===== src/rtl/tank_sensor_scanner.sv =====
// Tank sensor scanner: a bank of CHANNELS sensor registers with per-channel
// limit checking and sticky alarms, plus one registered output port driven
// in IDLE, MANUAL (one-hot select), SCAN (round-robin with dwell) or ERROR.
module tank_sensor_scanner #(
    parameter int WIDTH    = 8,
    parameter int CHANNELS = 5,
    parameter int DWELL    = 4
) (
    input  logic                      CLK,
    input  logic                      reset,
    input  logic [CHANNELS-1:0]       wr_en,
    input  logic [WIDTH-1:0]          wr_data,
    input  logic [CHANNELS*WIDTH-1:0] lim_lo,
    input  logic [CHANNELS*WIDTH-1:0] lim_hi,
    input  logic [CHANNELS-1:0]       alarm_clr,
    input  logic [1:0]                mode,
    input  logic [CHANNELS-1:0]       sel,
    output logic [WIDTH-1:0]          out,
    output logic [CHANNELS-1:0]       out_sel,
    output logic                      out_valid,
    output logic [CHANNELS-1:0]       alarm,
    output logic                      err,
    output logic                      scan_wrap
);

    localparam int PTR_W = (CHANNELS > 1) ? $clog2(CHANNELS) : 1;
    localparam int DW_W  = (DWELL > 1) ? $clog2(DWELL) : 1;
    localparam logic [PTR_W-1:0] PTR_LAST   = PTR_W'(CHANNELS - 1);
    localparam logic [DW_W-1:0]  DWELL_LAST = DW_W'(DWELL - 1);

    typedef enum logic [1:0] {
        ST_IDLE   = 2'b00,
        ST_MANUAL = 2'b01,
        ST_SCAN   = 2'b10,
        ST_ERROR  = 2'b11
    } state_t;

    state_t                state_reg;
    state_t                state_next;

    logic [WIDTH-1:0]      bank_reg [CHANNELS];
    logic [CHANNELS-1:0]   alarm_reg;
    logic [CHANNELS-1:0]   alarm_next;
    logic [CHANNELS-1:0]   alarm_set;
    logic [CHANNELS-1:0]   sel_reg;

    logic [PTR_W-1:0]      ptr_reg;
    logic [DW_W-1:0]       dwell_reg;
    logic                  scan_wrap_reg;
    logic                  scan_enter;
    logic                  scan_advance;

    logic                  sel_onehot;
    logic [CHANNELS-1:0]   scan_onehot;
    logic [CHANNELS-1:0]   view_sel;
    logic [WIDTH-1:0]      view_data;

    logic [WIDTH-1:0]      out_reg;
    logic [WIDTH-1:0]      out_next;
    logic [CHANNELS-1:0]   out_sel_reg;
    logic [CHANNELS-1:0]   out_sel_next;
    logic                  out_valid_reg;
    logic                  out_valid_next;
    logic                  err_reg;
    logic                  err_next;

    // A select is usable only if exactly one bit is set.
    assign sel_onehot = (sel != '0) && ((sel & (sel - 1'b1)) == '0);

    // Per-channel limit check: only a write can raise an alarm, and a raise
    // takes priority over a clear arriving on the same edge.
    generate
        for (genvar gi = 0; gi < CHANNELS; gi++) begin : g_alarm
            logic [WIDTH-1:0] lo_w;
            logic [WIDTH-1:0] hi_w;
            assign lo_w = lim_lo[gi*WIDTH +: WIDTH];
            assign hi_w = lim_hi[gi*WIDTH +: WIDTH];
            assign alarm_set[gi]  = wr_en[gi] && ((wr_data < lo_w) || (wr_data > hi_w));
            assign alarm_next[gi] = alarm_set[gi] | (alarm_reg[gi] & ~alarm_clr[gi]);
        end
    endgenerate

    // Sensor register bank: every enabled channel loads the shared write data.
    always_ff @(posedge CLK or posedge reset) begin
        if (reset) begin
            for (int i = 0; i < CHANNELS; i++) begin
                bank_reg[i] <= '0;
            end
        end else begin
            for (int i = 0; i < CHANNELS; i++) begin
                if (wr_en[i]) begin
                    bank_reg[i] <= wr_data;
                end
            end
        end
    end

    // Sticky alarm flags.
    always_ff @(posedge CLK or posedge reset) begin
        if (reset) begin
            alarm_reg <= '0;
        end else begin
            alarm_reg <= alarm_next;
        end
    end

    // FSM state register.
    always_ff @(posedge CLK or posedge reset) begin
        if (reset) begin
            state_reg <= ST_IDLE;
        end else begin
            state_reg <= state_next;
        end
    end

    // Next-state decode; ERROR can only be left through IDLE.
    always_comb begin
        state_next = state_reg;
        case (mode)
            2'b00: state_next = ST_IDLE;
            2'b01: begin
                if (state_reg == ST_ERROR) begin
                    state_next = ST_ERROR;
                end else if (sel_onehot) begin
                    state_next = ST_MANUAL;
                end else begin
                    state_next = ST_ERROR;
                end
            end
            2'b10: begin
                if (state_reg == ST_ERROR) begin
                    state_next = ST_ERROR;
                end else begin
                    state_next = ST_SCAN;
                end
            end
            default: state_next = ST_ERROR;
        endcase
    end

    // Remember the manual select so the output stays on a validated channel.
    always_ff @(posedge CLK or posedge reset) begin
        if (reset) begin
            sel_reg <= '0;
        end else if (state_next == ST_MANUAL) begin
            sel_reg <= sel;
        end
    end

    assign scan_enter   = (state_next == ST_SCAN) && (state_reg != ST_SCAN);
    assign scan_advance = (state_next == ST_SCAN) && (state_reg == ST_SCAN);

    // Scan pointer and dwell counter; restart at channel 0 on every entry,
    // hold while not scanning, and flag the wrap back to channel 0.
    always_ff @(posedge CLK or posedge reset) begin
        if (reset) begin
            ptr_reg       <= '0;
            dwell_reg     <= '0;
            scan_wrap_reg <= 1'b0;
        end else begin
            scan_wrap_reg <= 1'b0;
            if (scan_enter) begin
                ptr_reg   <= '0;
                dwell_reg <= '0;
            end else if (scan_advance) begin
                if (dwell_reg == DWELL_LAST) begin
                    dwell_reg <= '0;
                    if (ptr_reg == PTR_LAST) begin
                        ptr_reg       <= '0;
                        scan_wrap_reg <= 1'b1;
                    end else begin
                        ptr_reg <= ptr_reg + 1'b1;
                    end
                end else begin
                    dwell_reg <= dwell_reg + 1'b1;
                end
            end
        end
    end

    assign scan_onehot = CHANNELS'(1) << ptr_reg;
    assign view_sel    = (state_reg == ST_SCAN) ? scan_onehot : sel_reg;

    // One-hot read mux shared by MANUAL and SCAN.
    always_comb begin
        view_data = '0;
        for (int i = 0; i < CHANNELS; i++) begin
            if (view_sel[i]) begin
                view_data = view_data | bank_reg[i];
            end
        end
    end

    // Output decode from the current state.
    always_comb begin
        out_next       = '0;
        out_sel_next   = '0;
        out_valid_next = 1'b0;
        err_next       = 1'b0;
        case (state_reg)
            ST_MANUAL, ST_SCAN: begin
                out_next       = view_data;
                out_sel_next   = view_sel;
                out_valid_next = 1'b1;
            end
            ST_ERROR: begin
                out_next = '1;
                err_next = 1'b1;
            end
            default: begin
                out_next = '0;
            end
        endcase
    end

    // Output registers.
    always_ff @(posedge CLK or posedge reset) begin
        if (reset) begin
            out_reg       <= '0;
            out_sel_reg   <= '0;
            out_valid_reg <= 1'b0;
            err_reg       <= 1'b0;
        end else begin
            out_reg       <= out_next;
            out_sel_reg   <= out_sel_next;
            out_valid_reg <= out_valid_next;
            err_reg       <= err_next;
        end
    end

    assign out       = out_reg;
    assign out_sel   = out_sel_reg;
    assign out_valid = out_valid_reg;
    assign alarm     = alarm_reg;
    assign err       = err_reg;
    assign scan_wrap = scan_wrap_reg;

endmodule


===== config.mk =====
export PLATFORM = sky130hd
export DESIGN_NAME = tank_sensor_scanner
export DESIGN_NICKNAME = d
export VERILOG_FILES = /design/src/rtl/tank_sensor_scanner.sv
export SDC_FILE = /design/constraint.sdc
export NUM_CORES = 1
export LEC_CHECK = 0
export ABC_AREA = 0
export BUFFER_PORTS_ARGS = -buffer_cell sky130_fd_sc_hd__buf_2
export CORE_ASPECT_RATIO = 1.5
export CORE_MARGIN = 3
export CORE_UTILIZATION = 49
export DETAILED_ROUTE_END_ITERATION = 10
export PLACE_DENSITY_LB_ADDON = 0.1
export SLEW_MARGIN = 0
export SYNTH_ARGS = -nofsm -noshare
export SYNTH_HDL_FRONTEND = slang
export SYNTH_SLANG_ARGS = --single-unit

===== constraint.sdc =====
create_clock -name CLK -period 2.4 [get_ports CLK]
set_clock_uncertainty 0.1 [all_clocks]
set_input_delay 0.48 -clock CLK [delete_from_list [all_inputs] [get_ports CLK]]
set_output_delay 0.48 -clock CLK [all_outputs]
set_load 0.1 [all_outputs]

==> results.py, run 1 <==
metrics = {
    "die": {
        "die_h_microns": 129,
        "die_area_sq_um": 11300,
        "start_util_pct": 50.5,
        "rows": 44,
        "core_sq_um": 9740,
        "ios": 128,
        "die_w_microns": 87.8,
    },
    "synth": {
        "synth_top_family_by_area": "adder cells",
        "yosysMostFrequentCell": "inv_1",
        "synth_area_leaders": "dfrtp_1 (37%), ha_1 (21%), mux2_2 (9.4%), inv_1 (6.8%), a21oi_1 (3.5%)",
        "postSynthAreaPerCell_sq_um": 10.4,
        "syn_nets": 666,
        "synth-edff-count": 0,
        "synth_xor_area_share_pct": 0.178,
        "yosysTopAreaCellShare_pct": 37.1,
        "synth-compound-area-share_pct": 15.5,
        "yosysTopAreaCell": "dfrtp_1",
        "ys_top_cells_by_count": "inv_1 (89), ha_1 (84), dfrtp_1 (73), mux2_2 (41), a21oi_1 (34)",
        "yosys_warnings": 0,
        "ys_types": 42,
        "synth_ff_type": "dfrtp_1",
        "yosys.area_share.simple_pct": 7.45,
        "syn_inst": 475,
        "synth-async-reset-ratio_pct": 100,
        "synth_seq_area_share_pct": 37.1,
        "synth_fa_ha_area_share_pct": 21.3,
        "muxShareOfSynthArea_pct": 11.1,
        "ys_ff_latch": 73,
        "syn_area_sq_um": 4920,
    },
    "critical_path": {
        "ff2ff_setup_slack_ns": 0.38,
        "slowest_stage": "a222oi_1",
        "rr_worst_depth": 6,
        "cp_max_fo": 11,
        "worstSetupEndpointType": "register",
        "cp.arrival_ns": 2.12,
        "slowest_delay_ns": 0.42,
        "timing.rr.end": "out[4]",
        "path_buf_inv": 1,
        "startpoint_type": "register",
        "crit_family": "compound AO/OA/AOI/OAI gates",
        "reg2reg_from": "state_reg[0]",
        "path_cells": "inv_1, ha_1, nor2b_1, a31o_2, a222oi_1, a21oi_1",
        "path_class": "reg -> reg",
        "worstPathRequired_ns": 2.50,
        "crit_cells": 6,
    },
    "sta": {
        "holdWs_ns": 0.130,
        "worst_slew_pin_slew_ns": 0.646,
        "hold_viol_final": 0,
        "period_share_pct": 84.1,
        "setup_viol_count_final": 0,
        "rsz0062_at_grt": "no",
        "maxSlewViolCount": 0,
        "fin_tns_setup_ns": 0,
        "max_freq_ghz": 0.495,
        "fin_crit_ns": 2.02,
        "relSlewSlack_pct": 56.9,
    },
    "pwr": {
        "p_switching_mw": 1.58,
        "combPwrFrac_pct": 34.3,
        "switching_share_pct": 37.2,
        "irDropWorstVdd_mv": 0.319,
        "power_mw": 4.25,
        "p_int_mw": 2.67,
        "leakage_nw": 3.18,
        "power_density_nw_per_um2": 707,
        "pwr-share-clk_pct": 30.3,
        "pwr-share-seq_pct": 35.4,
    },
    "global_routing": {
        "grt-ovfl-total": 0,
        "grt_pass1_vias": 4069,
        "grt_pass1_wl_mm": 19.4,
        "antenna_found_initial": 0,
        "grt_max_degree": 29,
        "grtUsageTotal_pct": 22.1,
    },
    "cts": {
        "cts_setup_buffers": 0,
        "hold_buffers": 0,
        "clockBufferDepth": 2,
        "numCtsBuffers": 9,
        "root_buffer": "clkbuf_16",
        "ctsHtreeMaxLevel": 3,
        "cts_resized": 0,
        "clkTransAtPathRegs_ns": 0.06,
        "clkSinkCount": 73,
        "cts_tree": "done",
        "insertion_delay_ns": 0.33,
    },
    "layout": {
        "drive_gt1_share_pct": 32.2,
        "finalNonFillerCells": 729,
        "nNetsFinal": 801,
        "synthToLayoutAreaGrowth_pct": 22.1,
        "stdcell_area_sq_um": 6010,
        "largest_reg_flops": 40,
        "diodes": 0,
    },
    "drt": {
        "drt_iter0_drc": 103,
        "firstDrtPassIters": 5,
        "met2_length_mm": 6.35,
        "ant_nets": 0,
        "wl_met3_microns": 448,
        "avgRoutedWirePerCell_microns": 16.4,
        "finalWirelength_mm": 11.9,
        "highest_layer": "met4",
        "drc_errors": 0,
        "vias": 4074,
        "wl_met1_mm": 4.83,
        "vias_per_cell": 5.59,
    },
    "flow_run": {
        "maxCapViolCount": 0,
    },
    "place": {
        "dp_cells": 714,
        "placed_area_sq_um": 5730,
        "gp_congestion": 0.810,
        "io_buffers": 127,
        "dpl.hpwl_mm": 9.07,
    },
    "worst_hold_path": {
        "hp-class": "in -> async",
    },
    "run_status": {
        "status": "complete, no violations",
    },
}
-- kinds of logic (layout without fill, tap and decap cells) --
kind of cell,count (synthesis),in the layout
buffers and inverters,96,235
and+or+nand+nor,63,63
AOI/OAI and AO/OA,111,111
adders and majority gates,84,84
xor gates and xnor gates,1,1
DFF,73,73
muxes,47,47
-- area by class of cell --
class | instances | area (sq um)
fill | 848 | 3730
multi-input combinational | 306 | 2730
sequential | 73 | 1830
timing repair buffer | 131 | 691
inverter | 89 | 338
clock buffer | 12 | 236
tap | 115 | 144
clock inverter | 3 | 42.5
-- layer usage --
layer | track usage, % | up-vias
li1 | - | 1972
met1 | 26.4 | 1972
met2 | 39.4 | 109
met3 | 2.56 | 21
met4 | 9.12 | 0
met5 | 0 | -
-- power groups by stage --
stage / combinational, mW / sequential [mW] / clock [mW]
detailed placement: 1.46 / 1.52 / 0
finish: 1.46 / 1.50 / 1.29
floorplan: 0.592 / 1.99 / 0
global route: 1.58 / 1.52 / 1.36
CTS: 1.47 / 1.50 / 1.30
global placement: 1.43 / 1.52 / 0
-- cells in the final DEF (no fill, tap or decap), types with 3 or more instances in the layout --
master / instances
a21boi_0: 3
a21o_1: 5
a21oi_1: 34
a221oi_1: 8
a222oi_1: 8
a31o_2: 3
and2_1: 5
and4_1: 3
buf_2: 127
clkbuf_1: 3
clkbuf_16: 9
dfrtp_1: 73
ha_1: 84
inv_1: 88
mux2_2: 41
mux2_4: 5
nand2_1: 7
nand3_1: 4
nand3b_1: 5
nand4_1: 12
nor2_1: 8
nor2b_1: 12
o211ai_1: 5
o21ai_0: 22
o221ai_1: 9
-- how the worst max path moves through the flow --
stage	from	end	slack, ns
finish	state_reg[0]	out[4]	0.38
global route	state_reg[0]	out[4]	0.21
CTS	state_reg[0]	out[4]	0.38
detailed placement	wr_data[1]	alarm[0]	0.28
global placement	wr_data[1]	alarm[0]	0.32
floorplan	lim_hi[23]	alarm[2]	0.67
-- through the flow --
stage | setup slack [ns] | util [%]
after floorplan | 0.668 | -
after global placement | 0.315 | 58.8
after detailed placement | 0.275 | 58.8
after CTS | 0.379 | 61.7
after global routing | 0.205 | 61.7
final | 0.382 | 61.7
No activity file was read; power rests on OpenSTA's default activity.
==> run 2, diff against run 1 <==
Settings changed: ABC_AREA 0 to 1, CORE_UTILIZATION 49 to 55.
Clock period 2.4 ns to 1.9 ns, I/O delays scaled along.
==> results.py, run 2 <==
metrics = {
    "sta": {
        "relSlewSlack_pct": 67.1,
        "fin_crit_ns": 1.75,
        "hold_viol_final": 0,
        "timing.final.ws_setup_ns": 0.146,
        "worst_slew_pin_slew_ns": 0.496,
        "maxSlewViolCount": 0,
        "holdWs_ns": 0.173,
        "setup_viol_count_final": 0,
        "fin_tns_setup_ns": 0,
        "max_freq_ghz": 0.570,
        "rsz0062_at_grt": "no",
        "period_share_pct": 92.3,
    },
    "layout": {
        "diodes": 0,
        "largest_reg_flops": 40,
        "final_cell_mix": "nand2_1 (165), buf_2 (127), inv_1 (126)",
        "nNetsFinal": 979,
        "drive_gt1_share_pct": 24.5,
        "fillers": 793,
        "final_common_cell": "nand2_1",
        "synthToLayoutAreaGrowth_pct": 22.0,
    },
    "global_routing": {
        "grt_pass1_wl_mm": 21.2,
        "grt-ovfl-total": 0,
        "grt_pass1_vias": 4762,
        "grtUsageTotal_pct": 24.7,
        "grt_max_degree": 30,
        "antenna_found_initial": 0,
    },
    "pwr": {
        "power_density_nw_per_um2": 832,
        "irDropWorstVdd_mv": 1.29,
        "leakage_nw": 3.70,
        "power_mw": 5.28,
    },
    "cts": {
        "cts_tree": "done",
        "insertion_delay_ns": 0.34,
        "cts_setup_buffers": 0,
        "clockBufferDepth": 2,
        "root_buffer": "clkbuf_16",
        "ctsHtreeMaxLevel": 3,
        "clkTransAtPathRegs_ns": 0.06,
        "numCtsBuffers": 9,
        "clkSinkCount": 73,
    },
    "critical_path": {
        "worstPathRequired_ns": 2.00,
        "cp_max_fo": 8,
        "startpoint_type": "register",
        "cp.arrival_ns": 1.86,
        "path_class": "reg -> reg",
        "worstSetupEndpointType": "register",
    },
    "synth": {
        "ys_ff_latch": 73,
        "ys_top_cells_by_count": "nand2_1 (165), inv_1 (127), ha_1 (84), dfrtp_1 (73), a21oi_1 (46)",
        "yosys_warnings": 0,
        "yosysTopAreaCell": "dfrtp_1",
        "postSynthAreaPerCell_sq_um": 8.05,
        "syn_inst": 647,
        "syn_area_sq_um": 5210,
        "yosysMostFrequentCell": "nand2_1",
        "synth_seq_area_share_pct": 35.1,
        "synth_ff_type": "dfrtp_1",
        "synth_area_leaders": "dfrtp_1 (35%), ha_1 (20%), nand2_1 (12%), inv_1 (9.2%), mux2_2 (6.1%)",
        "ys_types": 29,
        "synth-edff-count": 0,
        "yosysTopAreaCellShare_pct": 35.1,
        "syn_nets": 838,
        "synth-async-reset-ratio_pct": 100,
    },
    "drt": {
        "drc_errors": 0,
        "ant_nets": 0,
        "vias": 4665,
        "vias_per_cell": 5.17,
        "finalWirelength_mm": 12.7,
        "avgRoutedWirePerCell_microns": 14.0,
        "drt_iter0_drc": 123,
        "firstDrtPassIters": 4,
    },
    "flow_run": {
        "maxCapViolCount": 0,
    },
    "die": {
        "rows": 42,
        "die_w_microns": 85.4,
        "start_util_pct": 57.6,
        "core_sq_um": 9040,
        "die_area_sq_um": 10700,
        "die_h_microns": 125,
        "ios": 128,
    },
    "place": {
        "dpl.hpwl_mm": 9.97,
        "pre_cts_ws_ns": 0.0878,
        "io_buffers": 127,
        "gp_congestion": 0.821,
    },
    "run_status": {
        "status": "complete, no violations",
    },
    "worst_hold_path": {
        "hp-class": "in -> reg",
    },
}
-- run 2: cell count changes in the layout (fill, tap and decap cells not counted), sizes merged, moves of 9 or more --
cell    previous run  this run
nor2               9        26
inv               88       127
nand3              4        23
mux2              46        28
nand2              7       174
a21oi             34        46
o21a               1        10
nor2b             12         0
o221ai             9         0
-- run 2: worst paths after layout --
path | start | end | slack, ns | depth (start not counted)
max in group asynchronous | reset | bank_reg[20] | 0.67 | 4
worst min-delay path | alarm_clr[3] | alarm[3] | 0.17 | 4
worst min register to register | alarm[1] | alarm[1] | 0.38 | 2
min in group asynchronous | reset | bank_reg[7] | 0.47 | 3
worst max register to register | state_reg[0] | out[0] | 0.15 | 9
worst max-delay path | state_reg[0] | out[0] | 0.15 | 9
-- run 2: logic make-up after synthesis --
| kind of cell | count (synthesis) | synth area share (%) |
|---|---|---|
| simple gates | 231 | 18.6 |
| mux | 28 | 6.06 |
| flops | 73 | 35.1 |
| fa+ha+maj | 84 | 20.2 |
| compound gates | 93 | 9.85 |
| buf+inv | 138 | 10.2 |
-- run 2: power by group --
part           total, mW  internal [mW]  switching [mW]
sequential          1.85           1.74           0.105
combinational       1.67          0.518            1.15
clock               1.77           1.12           0.647
total               5.28           3.38            1.90
-- run 2: worst max-delay path, cell delays in order, from the launching register on --
cell      delay [ns]
dfrtp_1         0.36
inv_1           0.07
ha_1            0.25
buf_4           0.16
nand3_1         0.12
nand2_2         0.13
nand2_1         0.09
nand3_1         0.11
o21bai_1        0.15
a21oi_1         0.09
-- run 2: through the flow --
stage,cell area (sq um),utilization [%],std cells
floorplan,5210,-,647
global placement,6020,66.7,886
detailed placement,6020,66.7,886
CTS,6350,70.3,903
global route,6350,70.3,903
finish,6350,70.3,903
-- run 2: per-layer routing --
metal / vias up / track usage (%) / routed length (microns)
met4: 0 / 11.7 / 450
met2: 154 / 45.7 / 6800
li1: 2350 / - / -
met1: 2127 / 27.1 / 4740
met5: - / 0 / 0
met3: 34 / 3.42 / 679
-- run 2: repair_timing --
| action | CTS | global route |
|---|---|---|
| endpoints found under the hold margin | 12 | 0 |
| setup endpoints to repair | 0 | 1 |
| resized for setup | 0 | 1 |
| hold buffers | 1 | 0 |
-- run 2: cell type report --
| type | instances | area (sq um) | area share (%) |
|---|---|---|---|
| clock buffer | 12 | 267 | 4.19 |
| multi-input combinational | 436 | 2850 | 44.9 |
| tap | 110 | 138 | 2.17 |
| clock inverter | 4 | 50.0 | 0.788 |
| sequential | 73 | 1830 | 28.8 |
| timing repair buffer | 137 | 726 | 11.4 |
| inverter | 131 | 495 | 7.80 |
==> run 3, diff against run 2 <==
Settings changed: CORE_MARGIN 3 to 2.
==> results.py, run 3 (synthesized netlist as in run 2, its figures left out) <==
metrics = {
    "pwr": {
        "leakage_nw": 3.67,
        "p_int_mw": 3.40,
        "pwr-share-clk_pct": 34.1,
        "combPwrFrac_pct": 31.2,
        "pwr-share-seq_pct": 34.7,
        "irDropWorstVdd_mv": 0.923,
        "p_switching_mw": 1.90,
        "power_density_nw_per_um2": 840,
        "switching_share_pct": 35.9,
    },
    "flow_run": {
        "maxCapViolCount": 0,
    },
    "critical_path": {
        "rr_worst_depth": 9,
        "timing.rr.end": "out[4]",
        "cp.arrival_ns": 1.93,
        "ff2ff_setup_slack_ns": 0.14,
        "worstSetupEndpointType": "register",
        "startpoint_type": "register",
        "path_class": "reg -> reg",
        "worstPathRequired_ns": 2.06,
        "cp_max_fo": 7,
        "reg2reg_from": "state_reg[0]",
    },
    "layout": {
        "final_common_cell": "nand2_1",
        "final_util_pct": 68.2,
        "finalNonFillerCells": 899,
        "synthToLayoutAreaGrowth_pct": 21.3,
        "diodes": 0,
        "ff_latch_area_sq_um": 1830,
        "final_cell_mix": "nand2_1 (164), buf_2 (127), inv_1 (126)",
        "fillers": 786,
        "nNetsFinal": 973,
        "largest_reg_flops": 40,
        "multi_input_area_sq_um": 2850,
        "drive_gt1_share_pct": 24.0,
    },
    "die": {
        "core_sq_um": 9250,
        "start_util_pct": 56.3,
        "die_h_microns": 123,
        "rows": 43,
        "die_area_sq_um": 10300,
        "die_w_microns": 83.4,
        "ios": 128,
    },
    "sta": {
        "worst_slew_pin_slew_ns": 0.500,
        "period_share_pct": 92.8,
        "max_freq_ghz": 0.567,
        "hold_viol_final": 0,
        "relSlewSlack_pct": 66.9,
        "rsz0062_at_grt": "no",
        "fin_crit_ns": 1.76,
        "maxSlewViolCount": 0,
        "timing.final.ws_setup_ns": 0.136,
        "setup_viol_count_final": 0,
        "fin_tns_setup_ns": 0,
    },
    "global_routing": {
        "grt_pass1_vias": 4694,
        "grt_pass1_wl_mm": 20.7,
        "antenna_found_initial": 0,
        "grt_max_degree": 74,
        "grtUsageTotal_pct": 25.5,
        "grt-ovfl-total": 0,
    },
    "cts": {
        "numCtsBuffers": 9,
        "root_buffer": "clkbuf_16",
        "clkTransAtPathRegs_ns": 0.06,
        "cts_setup_buffers": 0,
        "hold_buffers": 0,
        "insertion_delay_ns": 0.34,
        "cts_tree": "done",
        "clkSinkCount": 73,
        "cts_resized": 0,
        "clockBufferDepth": 2,
        "ctsHtreeMaxLevel": 3,
    },
    "drt": {
        "vias_per_cell": 5.14,
        "drc_errors": 0,
        "drt_iter0_drc": 170,
        "vias": 4620,
        "ant_nets": 0,
        "firstDrtPassIters": 5,
        "finalWirelength_mm": 12.4,
        "avgRoutedWirePerCell_microns": 13.8,
    },
    "place": {
        "io_buffers": 127,
        "gp_congestion": 0.872,
        "dpl.hpwl_mm": 9.67,
        "pre_cts_ws_ns": 0.0575,
        "dp_cells": 883,
    },
    "run_status": {
        "status": "complete, no violations",
    },
    "worst_hold_path": {
        "hp-class": "in -> async",
    },
}
-- run 3: per-layer routing --
layer | track usage (%) | routed length [microns] | up-vias | part of all wire, %
li1 | - | - | 2334 | -
met1 | 26.2 | 4820 | 2130 | 39
met2 | 50.8 | 6830 | 134 | 55
met3 | 3.60 | 495 | 22 | 4.0
met4 | 11.1 | 282 | 0 | 2.3
met5 | 0 | 0 | - | 0
-- run 3: power groups by stage --
stage | clock network [mW] | logic (mW) | registers [mW]
after floorplan | 0 | 0.753 | 2.32
after global placement | 0 | 1.60 | 1.87
after detailed placement | 0 | 1.65 | 1.87
after CTS | 1.83 | 1.66 | 1.84
after global routing | 1.89 | 1.83 | 1.86
final | 1.81 | 1.66 | 1.84
-- run 3: final cells by class --
cell class	count	share of cell area [%]
Clock buffer	10	3.63
Tap cell	112	2.22
Sequential cell	73	28.9
Inverter	131	7.85
Clock inverter	6	1.45
Timing Repair Buffer	131	10.7
Multi-Input combinational cell	436	45.2
-- run 3: metrics by stage --
step,hold WS [ns],area [sq um],total power [mW]
2_1_floorplan,0.351,5210,3.07
3_3_place_gp,0.359,5990,3.46
3_5_place_dp,0.365,5990,3.52
4_1_cts,0.0500,6310,5.33
5_1_grt,0.0670,6310,5.58
6_report,0.0272,6310,5.30
-- run 3: how the worst max path moves through the flow --
stage                 startpoint  endpoint  slack (ns)  cells past startpoint
floorplan             wr_data[0]  alarm[4]        0.37                     13
global placement      wr_data[5]  alarm[2]        0.09                      9
detailed placement    wr_data[5]  alarm[2]        0.06                      9
CTS                 state_reg[0]    out[4]        0.07                      9
global route        state_reg[0]    out[4]        0.01                      9
finish              state_reg[0]    out[4]        0.14                      9
-- run 3: critical path, cell delays in order (launching register included) --
cell and delay [ns]:
dfrtp_1 0.38, inv_1 0.09, ha_2 0.28, inv_2 0.09
buf_4 0.16, nand2_4 0.08, nand2_4 0.07, o21ai_1 0.19
o21bai_1 0.11, a21oi_1 0.13
